`src/rtl/count_driver.sv`:
```
// Stimulus sequencer for the dual-channel event counter: turns a (Num0, Num1) command into Slt/En pulses.
// Optional expected-total mirror outputs Exp0/Exp1 are built when CNT_DRIVE_MIRROR_EN is defined.
module count_driver #(
  parameter int W   = 16,
  parameter int GAP = 0
) (
  input  logic         Clk,
  input  logic         Reset,
  input  logic         Start,
  input  logic [W-1:0] Num0,
  input  logic [W-1:0] Num1,
  output logic         Slt,
  output logic         En,
  output logic         Busy,
  output logic         Done
`ifdef CNT_DRIVE_MIRROR_EN
  ,
  output logic [63:0]  Exp0,
  output logic [63:0]  Exp1
`endif
);

  localparam int PW = W + 2;
  localparam logic [3:0] GAP_Q = 4'(GAP);

  typedef enum logic [1:0] {IDLE, RUN0, RUN1, FIN} state_t;

  state_t        state, state_n;
  logic [PW-1:0] pcnt, pcnt_n;
  logic [3:0]    gcnt, gcnt_n;
  logic          in_gap, in_gap_n;
  logic [W-1:0]  num1_q, num1_n;
  logic          unit_end;
  logic          slt_n, en_n, busy_n, done_n;

  // Channel 1 pulses come in whole groups of four so the downstream prescaler never sees a partial group.
  function automatic logic [PW-1:0] ch1_pulses_m1(input logic [W-1:0] n);
    return {n, 2'b00} - PW'(1);
  endfunction

  function automatic logic [PW-1:0] ch0_pulses_m1(input logic [W-1:0] n);
    return {2'b00, n} - PW'(1);
  endfunction

  // pcnt holds pulses still to issue after the current one; gcnt counts down idle cycles of a gap.
  always_comb begin
    state_n  = state;
    pcnt_n   = pcnt;
    gcnt_n   = gcnt;
    in_gap_n = in_gap;
    num1_n   = num1_q;
    unit_end = 1'b0;
    case (state)
      IDLE: begin
        if (Start) begin
          num1_n   = Num1;
          in_gap_n = 1'b0;
          gcnt_n   = 4'd0;
          if (Num0 != '0) begin
            state_n = RUN0;
            pcnt_n  = ch0_pulses_m1(Num0);
          end else if (Num1 != '0) begin
            state_n = RUN1;
            pcnt_n  = ch1_pulses_m1(Num1);
          end else begin
            state_n = FIN;
          end
        end
      end
      RUN0, RUN1: begin
        if (!in_gap) begin
          if (GAP_Q != 4'd0) begin
            in_gap_n = 1'b1;
            gcnt_n   = GAP_Q;
          end else begin
            unit_end = 1'b1;
          end
        end else if (gcnt > 4'd1) begin
          gcnt_n = gcnt - 4'd1;
        end else begin
          unit_end = 1'b1;
        end
        if (unit_end) begin
          in_gap_n = 1'b0;
          gcnt_n   = 4'd0;
          if (pcnt != '0) begin
            pcnt_n = pcnt - PW'(1);
          end else if (state == RUN0 && num1_q != '0) begin
            state_n = RUN1;
            pcnt_n  = ch1_pulses_m1(num1_q);
          end else begin
            state_n = FIN;
          end
        end
      end
      FIN:     state_n = IDLE;
      default: state_n = IDLE;
    endcase
  end

  // Outputs are decoded from the next state so they are registered alongside it.
  always_comb begin
    en_n   = (state_n == RUN0 || state_n == RUN1) && !in_gap_n;
    slt_n  = (state_n == RUN1);
    busy_n = (state_n != IDLE);
    done_n = (state_n == FIN);
  end

  always_ff @(posedge Clk or posedge Reset) begin
    if (Reset) begin
      state  <= IDLE;
      pcnt   <= '0;
      gcnt   <= 4'd0;
      in_gap <= 1'b0;
      num1_q <= '0;
      Slt    <= 1'b0;
      En     <= 1'b0;
      Busy   <= 1'b0;
      Done   <= 1'b0;
    end else begin
      state  <= state_n;
      pcnt   <= pcnt_n;
      gcnt   <= gcnt_n;
      in_gap <= in_gap_n;
      num1_q <= num1_n;
      Slt    <= slt_n;
      En     <= en_n;
      Busy   <= busy_n;
      Done   <= done_n;
    end
  end

`ifdef CNT_DRIVE_MIRROR_EN
  logic [1:0] ph1;

  // ph1 tracks the position inside the current group of four channel-1 pulses.
  always_ff @(posedge Clk or posedge Reset) begin
    if (Reset) begin
      Exp0 <= 64'd0;
      Exp1 <= 64'd0;
      ph1  <= 2'd0;
    end else begin
      if (state == IDLE && Start) begin
        ph1 <= 2'd0;
      end else if (En && Slt) begin
        ph1 <= ph1 + 2'd1;
        if (ph1 == 2'd3) Exp1 <= Exp1 + 64'd1;
      end
      if (En && !Slt) Exp0 <= Exp0 + 64'd1;
    end
  end
`endif

endmodule
```
`config.mk`:
```
export PLATFORM = sky130hd
export DESIGN_NAME = count_driver
export DESIGN_NICKNAME = d
export VERILOG_FILES = /design/src/rtl/count_driver.sv
export SDC_FILE = /design/constraint.sdc
export NUM_CORES = 1
export LEC_CHECK = 0
export BUFFER_PORTS_ARGS = -buffer_cell sky130_fd_sc_hd__buf_2
export CORE_MARGIN = 2
export CORE_UTILIZATION = 45
export CTS_CLUSTER_SIZE = 30
export DETAILED_ROUTE_END_ITERATION = 10
export SYNTH_ARGS = -nofsm -noshare
export SYNTH_HDL_FRONTEND = slang
export SYNTH_SLANG_ARGS = --single-unit
```
`constraint.sdc`:
```
create_clock -name Clk -period 2.8 [get_ports Clk]
set_clock_uncertainty 0.05 [all_clocks]
set_input_delay 0.14 -clock Clk [delete_from_list [all_inputs] [get_ports Clk]]
set_output_delay 0.14 -clock Clk [all_outputs]
set_load 0.02 [all_outputs]
```
==> results.toml, run 1 <==
[detailed_routing]
vias_per_cell = 5.90
avgRoutedWirePerCell_um = 17.7
drtPass1Iterations = 5
routed_wl_mm = 10.3
drt_iter0_markers = 246
ant_nets = 0
drc = 0
vias = 3415

[pwr]
cellInternalPower_mw = 1.05
leakagePower_nw = 1.84
p_switching_uw = 330
combPwrFrac_pct = 8.7
ir_worst_vdd_v = 0.000179
pwr-share-clk_pct = 44.2
switching_share_pct = 24.0
power.share.sequential_pct = 47.2
power_density_nw_per_um2 = 335

[floorplanning]
die_w_um = 93.9
initial_core_util_pct = 46.8
core_area_um2 = 7770
die_area_um2 = 8810
ios = 39
chipHeight_um = 93.9
std_cell_rows = 32

[logic_synthesis]
yosys.area.top_type_share_pct = 31.0
synthesis.nets = 481
synth_area_leaders = "dfrtp_1 (31%), mux2_2 (5.3%), ha_1 (4.8%), xor2_1 (4.8%), o21ai_0 (4.3%)"
postSynthAreaPerCell_um2 = 8.41
synth-seq-area-share_pct = 31.0
synthCells = 432
yosysWarningCount = 0
synth-edff-count = 0
yosysUniqueCellTypes = 58
synthesis.area_um2 = 3630
ys_seq_elements = 45
synth_top_cell_by_area = "dfrtp_1"
ys.flop_type = "dfrtp_1"
synthArstFlopShare_pct = 100

[worst_setup_path]
critical_path_class = "register to register"
cp_top_family = "compound AO/OA/AOI/OAI gates"
cp-start-kind = "register"
crit_required_ns = 2.99
cp_data_arrival_time_ns = 2.67
crit_chain = "inv_1 -> ha_1 -> nor3b_1 -> nand2_1 -> o41ai_2 -> mux2i_1 -> o21a_1 -> ha_1 -> nor2_1"
crit_buf_inv = 1
endpoint_kind = "register"
crit_top_cell = "ha_1"
worst_path_max_delay_cell = "o41ai_2"
slowest_delay_ns = 0.45
worstPathMaxFanout = 5

[timing]
fin_hold_ws_ns = -0.00629
setup_viol = 0
hold_viol = 7
drv_slew = 0
worstMarginPinSlew_ns = 0.963
rsz0062_at_grt = "false"
tns_ns = 0
finalCritPeriodShare_pct = 88.6
post-route-min-period_ns = 2.48
slew_headroom_pct = 35.7
max_freq_mhz = 403

[layout]
area_growth_pct = 13.0
final_cell_mix = "dfrtp_1 (45), nor2_1 (41), nand2_1 (40)"
diodes = 0
fillers = 755
final_common_cell = "dfrtp_1"
fin_nets = 525
drive_gt1_share_pct = 19.1
finalNonFillerCells = 579

[placed_design]
hpwl_mm = 7.90
placed_cells = 571
place.gp.congestion = 0.901
io_buffers = 38

[grt]
grt_max_degree = 46
grt_pass1_wl_mm = 16.6
grt_util_met1_pct = 36.5
gr-max-usage-layer = "met2"
grt_util_met2_pct = 38.1
grt_pass1_vias = 3150
use_met3_pct = 2.65
antenna_found_initial = 0
grtUsageTotal_pct = 24.3
overflow = 0

[clock_network]
insertion_delay_ns = 0.31
htreeDepth = 2
cts_buffer_depth = 2
cts_root_buf = "clkbuf_8"
clkSinkCount = 45
cts_tree = "yes"
hold_buffers = 0
cts_resized = 0
cts_setup_buffers = 0
cts_buffers = 5
cts.clk_slew.worst_paths_ns = 0.10

[outcome]
violations = "negative hold slack"
status = "finished with violations"

[worst_hold_path]
hold_class = "primary input to asynchronous set/reset pin"

[job]
drv_cap = 0
## state kept, by name (all words and copies together), names as in the netlist
signal,count
Busy,1
Done,1
En,1
Slt,1
gcnt,4
in_gap,1
num1_q,16
pcnt,18
state,2
## worst register-to-register path, cell delays in order (launching register included)
cell and delay, ns:
dfrtp_1 0.42, inv_1 0.07, ha_1 0.19, nor3b_1 0.27, nand2_1 0.18, o41ai_2 0.45
mux2i_1 0.16, o21a_1 0.22, ha_1 0.30, nor2_1 0.09
## power by group through the flow
stage	logic (mW)	clock network, mW	registers [mW]
2_1_floorplan	0.0513	0	0.662
3_3_place_gp	0.118	0	0.662
3_5_place_dp	0.119	0	0.662
4_1_cts	0.120	0.614	0.649
5_1_grt	0.133	0.641	0.649
6_report	0.119	0.608	0.649
## routing by layer
| metal | wire length (µm) | part of all wire [%] |
|---|---|---|
| met3 | 445 | 4.3 |
| met2 | 4620 | 45 |
| met5 | 0 | 0 |
| met4 | 70 | 0.68 |
| met1 | 5130 | 50 |
## cell families (layout without fill, tap and decap cells)
group / Yosys count / after routing / share of synthesized area, %
buffers and inverters: 37 / 82 / 4.79
AOI/OAI and AO/OA: 97 / 97 / 17.9
and+or+nand+nor: 180 / 180 / 25.9
DFF: 45 / 45 / 31.0
muxes: 22 / 22 / 6.65
xor gates and xnor gates: 37 / 37 / 8.92
adders and majority gates: 14 / 14 / 4.82
## through the flow
step	hold slack [ns]	area, µm²	utilization, %	worst slack, ns	power (mW)
3_5_place_dp	0.382	3970	51.1	0.378	0.781
5_1_grt	0.0703	4110	52.9	0.153	1.42
6_report	-0.00629	4110	52.9	0.318	1.38
4_1_cts	0.0494	4110	52.9	0.343	1.38
2_1_floorplan	0.241	3630	-	0.471	0.714
3_3_place_gp	0.373	3970	51.1	0.398	0.780
## path summary, 6_finish.rpt
path                            startpoint         end  slack, ns  cells past startpoint
worst max-delay path             num1_q[0]          En       0.32                      9
worst min-delay path                 Reset    pcnt[14]     -0.006                      2
worst max register to register   num1_q[0]          En       0.32                      9
worst min register to register   num1_q[1]   num1_q[1]       0.46                      2
max in group asynchronous            Reset  num1_q[11]       2.11                      2
min in group Clk                   Num1[7]   num1_q[7]       0.05                      2
## cell type report
type | count | area, µm² | area share [%]
clock buffer | 5 | 68.8 | 1.68
clock inverter | 3 | 65.1 | 1.58
inverter | 20 | 75.1 | 1.83
multi-input combinational | 350 | 2330 | 56.8
sequential | 45 | 1130 | 27.4
tap | 102 | 128 | 3.11
timing repair buffer | 54 | 310 | 7.56
## synth_stat cells, types with 2 or more instances
cell      number
o22ai_1        2
nor4b_1        2
o21a_1         4
or3_1          8
inv_1         20
dfrtp_1       45
a31oi_1        9
nor2_1        41
a221o_1        2
a21oi_1       12
nand2b_1       6
clkbuf_1      11
nand3_1       14
nor4_2         3
or4_1          7
xnor2_1       17
nor3_1        15
xor2_1        20
mux2_2        17
o31ai_1        3
o31a_1         3
o21ai_0       31
buf_2          2
and3_1         3
a32oi_1        2
o211ai_1      10
nor3b_1        4
nor4_1        20
nand2_1       40
nand4_1        8
mux2i_1        5
a211oi_1       5
buf_6          3
ha_1          14
(Power assumes the default switching activity.)
==> inputs of run 2 (changes only) <==
--- a/config.mk
+++ b/config.mk
@@ -5,6 +5,7 @@
 export SDC_FILE = /design/constraint.sdc
 export NUM_CORES = 1
 export LEC_CHECK = 0
+export ABC_AREA = 1
 export BUFFER_PORTS_ARGS = -buffer_cell sky130_fd_sc_hd__buf_2
 export CORE_MARGIN = 2
 export CORE_UTILIZATION = 45
==> results.toml, run 2 <==
[timing]
finalCritPeriodShare_pct = 80.3
worstMarginPinSlew_ns = 0.991
slew_headroom_pct = 33.9
hold_viol = 4
rsz0062_at_grt = "false"
drv_slew = 0
post-route-min-period_ns = 2.25
setup_viol = 0
fin_hold_ws_ns = -0.00463
tns_ns = 0
max_freq_mhz = 445

[placed_design]
placed_cells = 840
hpwl_mm = 10.1
io_buffers = 38
postPlaceCellArea_um2 = 4480
place.gp.congestion = 0.861

[layout]
postLayoutCellArea_um2 = 4570
diodes = 0
drive_gt1_share_pct = 12.9
finalNonFillerCells = 848
reg_top3 = "pcnt x18, num1_q x16, gcnt x4"
fin_nets = 785
final_common_cell = "nand2_1"
area_growth_pct = 8.98
fillers = 1011
final_cell_mix = "nand2_1 (257), nor2_1 (97), nand3_1 (85)"
regMostFlops = "pcnt"
largest_reg_flops = 18

[clock_network]
hold_buffers = 0
cts_buffers = 5
clkSinkCount = 45
cts_resized = 0
cts.clk_slew.worst_paths_ns = 0.10
insertion_delay_ns = 0.31
cts_root_buf = "clkbuf_8"
cts_tree = "yes"
cts_buffer_depth = 2
cts_setup_buffers = 0
htreeDepth = 2

[worst_setup_path]
worst_path_max_delay_cell = "dfrtp_1"
crit_chain = "inv_1 -> ha_1 -> nand2_1 -> nor2_2 -> nand3_2 -> nor2_1 -> o21ai_0 -> o21ai_1 -> inv_1 -> ha_1 -> nor2_1"
slowest_delay_ns = 0.39
cp_data_arrival_time_ns = 2.45
r2r_slack_ns = 0.55
reg2reg_to = "En"
crit_required_ns = 3.00
cp-start-kind = "register"
r2r_cells = 11
critical_path_class = "register to register"
worstPathMaxFanout = 5
endpoint_kind = "register"
reg2reg_from = "pcnt[0]"

[detailed_routing]
avgRoutedWirePerCell_um = 14.6
wl_met1_mm = 5.77
ant_nets = 0
vias = 4379
drt_iter0_markers = 187
drtPass1Iterations = 5
routed-wl-met2_mm = 5.91
routed_wl_mm = 12.4
vias_per_cell = 5.16
routed.top_layer = "met4"
wl_met3_um = 458
drc = 0

[grt]
grt_pass1_wl_mm = 20.3
grt_max_degree = 46
antenna_found_initial = 0
overflow = 0
grt_pass1_vias = 4126
grtUsageTotal_pct = 25.6

[pwr]
ir_worst_vdd_v = 0.000450
power_density_nw_per_um2 = 938
finalPower_mw = 4.29
leakagePower_nw = 2.35

[floorplanning]
ios = 39
die_area_um2 = 10100
die_w_um = 101
core_area_um2 = 9150
chipHeight_um = 101
initial_core_util_pct = 45.8
std_cell_rows = 35

[outcome]
violations = "negative hold slack"
status = "finished with violations"

[logic_synthesis]
yosysWarningCount = 0
ys_seq_elements = 45
ys.flop_type = "dfrtp_1"
yosys.area.top_type_share_pct = 26.8
synthArstFlopShare_pct = 100
synth-seq-area-share_pct = 26.8
synthCells = 698
synthesis.nets = 747
synth-edff-count = 0
synth.top_cells.by_count = "nand2_1 (257), nor2_1 (97), nand3_1 (85)"
synth_area_leaders = "dfrtp_1 (27%), nand2_1 (23%), nand3_1 (10%), nor2_1 (8.7%), inv_1 (5.8%)"
synth.most_common_cell = "nand2_1"
synth_top_cell_by_area = "dfrtp_1"
yosysUniqueCellTypes = 32
postSynthAreaPerCell_um2 = 6.01
synthesis.area_um2 = 4190

[worst_hold_path]
hold_class = "primary input to asynchronous set/reset pin"

[job]
drv_cap = 0
## run 2: cell type report
| type | instances | area [µm²] | share of cell area [%] |
|---|---|---|---|
| clock inverters | 3 | 21.3 | 0.465 |
| well taps | 111 | 139 | 3.04 |
| flip-flops and latches | 45 | 1130 | 24.6 |
| clock buffers | 5 | 68.8 | 1.51 |
| repair buffers | 44 | 235 | 5.15 |
| multi-input cells | 563 | 2690 | 58.8 |
| inverters | 77 | 294 | 6.43 |
## run 2: kinds of logic (layout without fill, tap and decap cells)
kind of cell	count (synthesis)	after routing	share of synthesized area [%]
DFF	45	45	26.8
AOI/OAI and AO/OA	43	43	5.49
xor gates and xnor gates	20	20	4.18
adders and majority gates	14	14	4.18
buffers and inverters	90	129	9.10
and+or+nand+nor	486	486	50.2
## run 2: worst max-delay path by stage
stage,from,to,slack (ns),cells after the start
4_1_cts,pcnt[0],En,0.58,12
3_5_place_dp,pcnt[0],En,0.60,12
5_1_grt,pcnt[0],En,0.38,12
3_3_place_gp,pcnt[0],En,0.66,12
2_1_floorplan,pcnt[0],En,0.84,12
6_report,pcnt[0],En,0.55,11
## run 2: stage by stage
| stage | worst slack (ns) | hold slack (ns) | util [%] |
|---|---|---|---|
| after floorplan | 0.843 | 0.200 | - |
| after CTS | 0.584 | 0.0449 | 49.9 |
| after global placement | 0.656 | 0.365 | 49.0 |
| after global routing | 0.378 | 0.0614 | 49.9 |
| final | 0.551 | -0.00463 | 49.9 |
| after detailed placement | 0.602 | 0.368 | 49.0 |
## run 2: critical path: cells and delay by family, from the launching register on
kind | cells | cell delay (ns)
buffers and inverters | 2 | 0.27
AO/OA/AOI/OAI | 2 | 0.38
flip-flops | 1 | 0.39
adder cells (fa/ha/maj) | 2 | 0.54
AND/OR/NAND/NOR | 5 | 0.56
## run 2: where the power goes
group          switching (mW)  internal [mW]
registers               0.301          0.935
clock network           0.246          0.178
logic                    1.77          0.863
## run 2: layer usage
layer	up-vias	track usage, %
li1	2270	-
met1	1987	33.9
met2	106	44.1
met3	16	2.98
met4	0	7.06
met5	-	0
==> inputs of run 3 (changes only) <==
--- a/config.mk
+++ b/config.mk
@@ -11,6 +11,7 @@
 export CORE_UTILIZATION = 45
 export CTS_CLUSTER_SIZE = 30
 export DETAILED_ROUTE_END_ITERATION = 10
+export PLACE_DENSITY = 0.66
 export SYNTH_ARGS = -nofsm -noshare
 export SYNTH_HDL_FRONTEND = slang
 export SYNTH_SLANG_ARGS = --single-unit
==> constraint.sdc (replaced) <==
create_clock -name Clk -period 2 [get_ports Clk]
set_clock_uncertainty 0.05 [all_clocks]
set_input_delay 0.1 -clock Clk [delete_from_list [all_inputs] [get_ports Clk]]
set_output_delay 0.1 -clock Clk [all_outputs]
set_load 0.02 [all_outputs]
==> results.toml, run 3 (synthesis gave the netlist of run 2 again) <==
[grt]
antenna_found_initial = 0
grt_pass1_vias = 4461
grtUsageTotal_pct = 26.3
grt_max_degree = 46
grt_pass1_wl_mm = 21.1
overflow = 0

[floorplanning]
core_area_um2 = 9150
die_area_um2 = 10100
std_cell_rows = 35
chipHeight_um = 101
ios = 39
initial_core_util_pct = 45.8
die_w_um = 101

[layout]
diodes = 0
drive_gt1_share_pct = 20.6
regMostFlops = "pcnt"
reg_top3 = "pcnt x18, num1_q x16, gcnt x4"
final_cell_mix = "nand2_1 (254), nor2_1 (90), nand3_1 (85)"
largest_reg_flops = 18
postLayoutCellArea_um2 = 5040
multi_input_area_um2 = 2750
fin_nets = 833
finalNonFillerCells = 896
area_growth_pct = 20.1
seqCellArea_um2 = 1130
fillers = 930
final_common_cell = "nand2_1"

[worst_setup_path]
endpoint_kind = "register"
cp_data_arrival_time_ns = 2.06
worstPathMaxFanout = 2
reg2reg_from = "pcnt[1]"
crit_start = "pcnt[1]"
critical_path_class = "register to register"
cp-start-kind = "register"
crit_required_ns = 2.14

[worst_hold_path]
hold_class = "primary input to register"
min-delay-start = "Num1[6]"

[clock_network]
insertion_delay_ns = 0.31
cts_buffers = 5
cts.clk_slew.worst_paths_ns = 0.09
cts_tree = "yes"
htreeDepth = 2
cts_buffer_depth = 2
clkSinkCount = 45
cts_root_buf = "clkbuf_8"

[detailed_routing]
drc = 0
wl_met3_um = 537
avgRoutedWirePerCell_um = 14.1
routed.top_layer = "met4"
routed-wl-met2_mm = 6.39
vias = 4598
vias_per_cell = 5.13
drtPass1Iterations = 5
drt_iter0_markers = 315
wl_met1_mm = 5.49
routed_wl_mm = 12.6
ant_nets = 0

[placed_design]
place.gp.congestion = 0.991
place_ws_ns = -0.0226
postPlaceCellArea_um2 = 4780
io_buffers = 38
placed_cells = 878
hpwl_mm = 10.3

[timing]
hold_viol = 0
post-route-min-period_ns = 1.91
worstMarginPinSlew_ns = 0.377
finalCritPeriodShare_pct = 95.6
tns_ns = 0
setup_slack_ns = 0.0883
setup_viol = 0
max_freq_mhz = 523
drv_slew = 0
slew_headroom_pct = 74.8

[job]
drv_cap = 0

[pwr]
leakagePower_nw = 2.61
finalPower_mw = 6.90
ir_worst_vdd_v = 0.000536
power_density_nw_per_um2 = 1370

[outcome]
status = "finished, final reports clean"
run 3: worst paths after layout:
path	depth (start not counted)	end	slack [ns]
min in group asynchronous	4	pcnt[5]	0.30
max in group asynchronous	4	pcnt[15]	1.37
worst min register to register	2	num1_q[0]	0.44
worst max-delay path	11	En	0.09
worst max register to register	11	En	0.09
worst min-delay path	3	num1_q[6]	0.006
run 3: critical path: stages (launching register included):
cell	delay (ns)
dfrtp_1	0.41
inv_2	0.07
ha_2	0.17
nand2_1	0.06
nor2_2	0.14
nand3_2	0.13
nor2_2	0.13
o21ai_1	0.08
o21ai_2	0.18
inv_1	0.08
ha_1	0.27
nor2_1	0.03
run 3: per-layer routing:
metal	up-vias	global-route usage, %
li1	2358	-
met3	20	2.36
met4	0	7.80
met1	2103	33.5
met5	-	0
met2	117	47.0
run 3: timing repair:
item | CTS | global route
resized for setup | 1 | 24
pin swaps | 1 | 9
endpoints found under the hold margin | 45 | 0
setup endpoints to repair | 1 | 22
setup buffers | 1 | 8
hold buffers | 1 | 0
cloned | 0 | 0
run 3: cell type report:
cell class	count	share of cell area, %
Tap cell	111	2.76
Timing Repair Buffer	92	12.1
Sequential cell	45	22.4
Clock buffer	7	1.71
Clock inverter	1	0.596
Inverter	77	5.84
Multi-Input combinational cell	563	54.6
run 3: power by group:
group	switching [mW]	total, mW	leakage, nW	internal [mW]
Clock	0.325	0.733	0.0585	0.408
Sequential	0.339	1.65	0.568	1.31
Combinational	2.73	4.52	1.98	1.78
Total	3.40	6.90	2.61	3.50
run 3: metrics by stage:
| stage | util [%] | hold slack (ns) |
|---|---|---|
| finish | 55.1 | 0.00599 |
| floorplan | - | 0.160 |
| CTS | 53.7 | 0.00534 |
| global placement | 52.2 | 0.0994 |
| detailed placement | 52.2 | 0.105 |
| global route | 55.1 | 0.0453 |
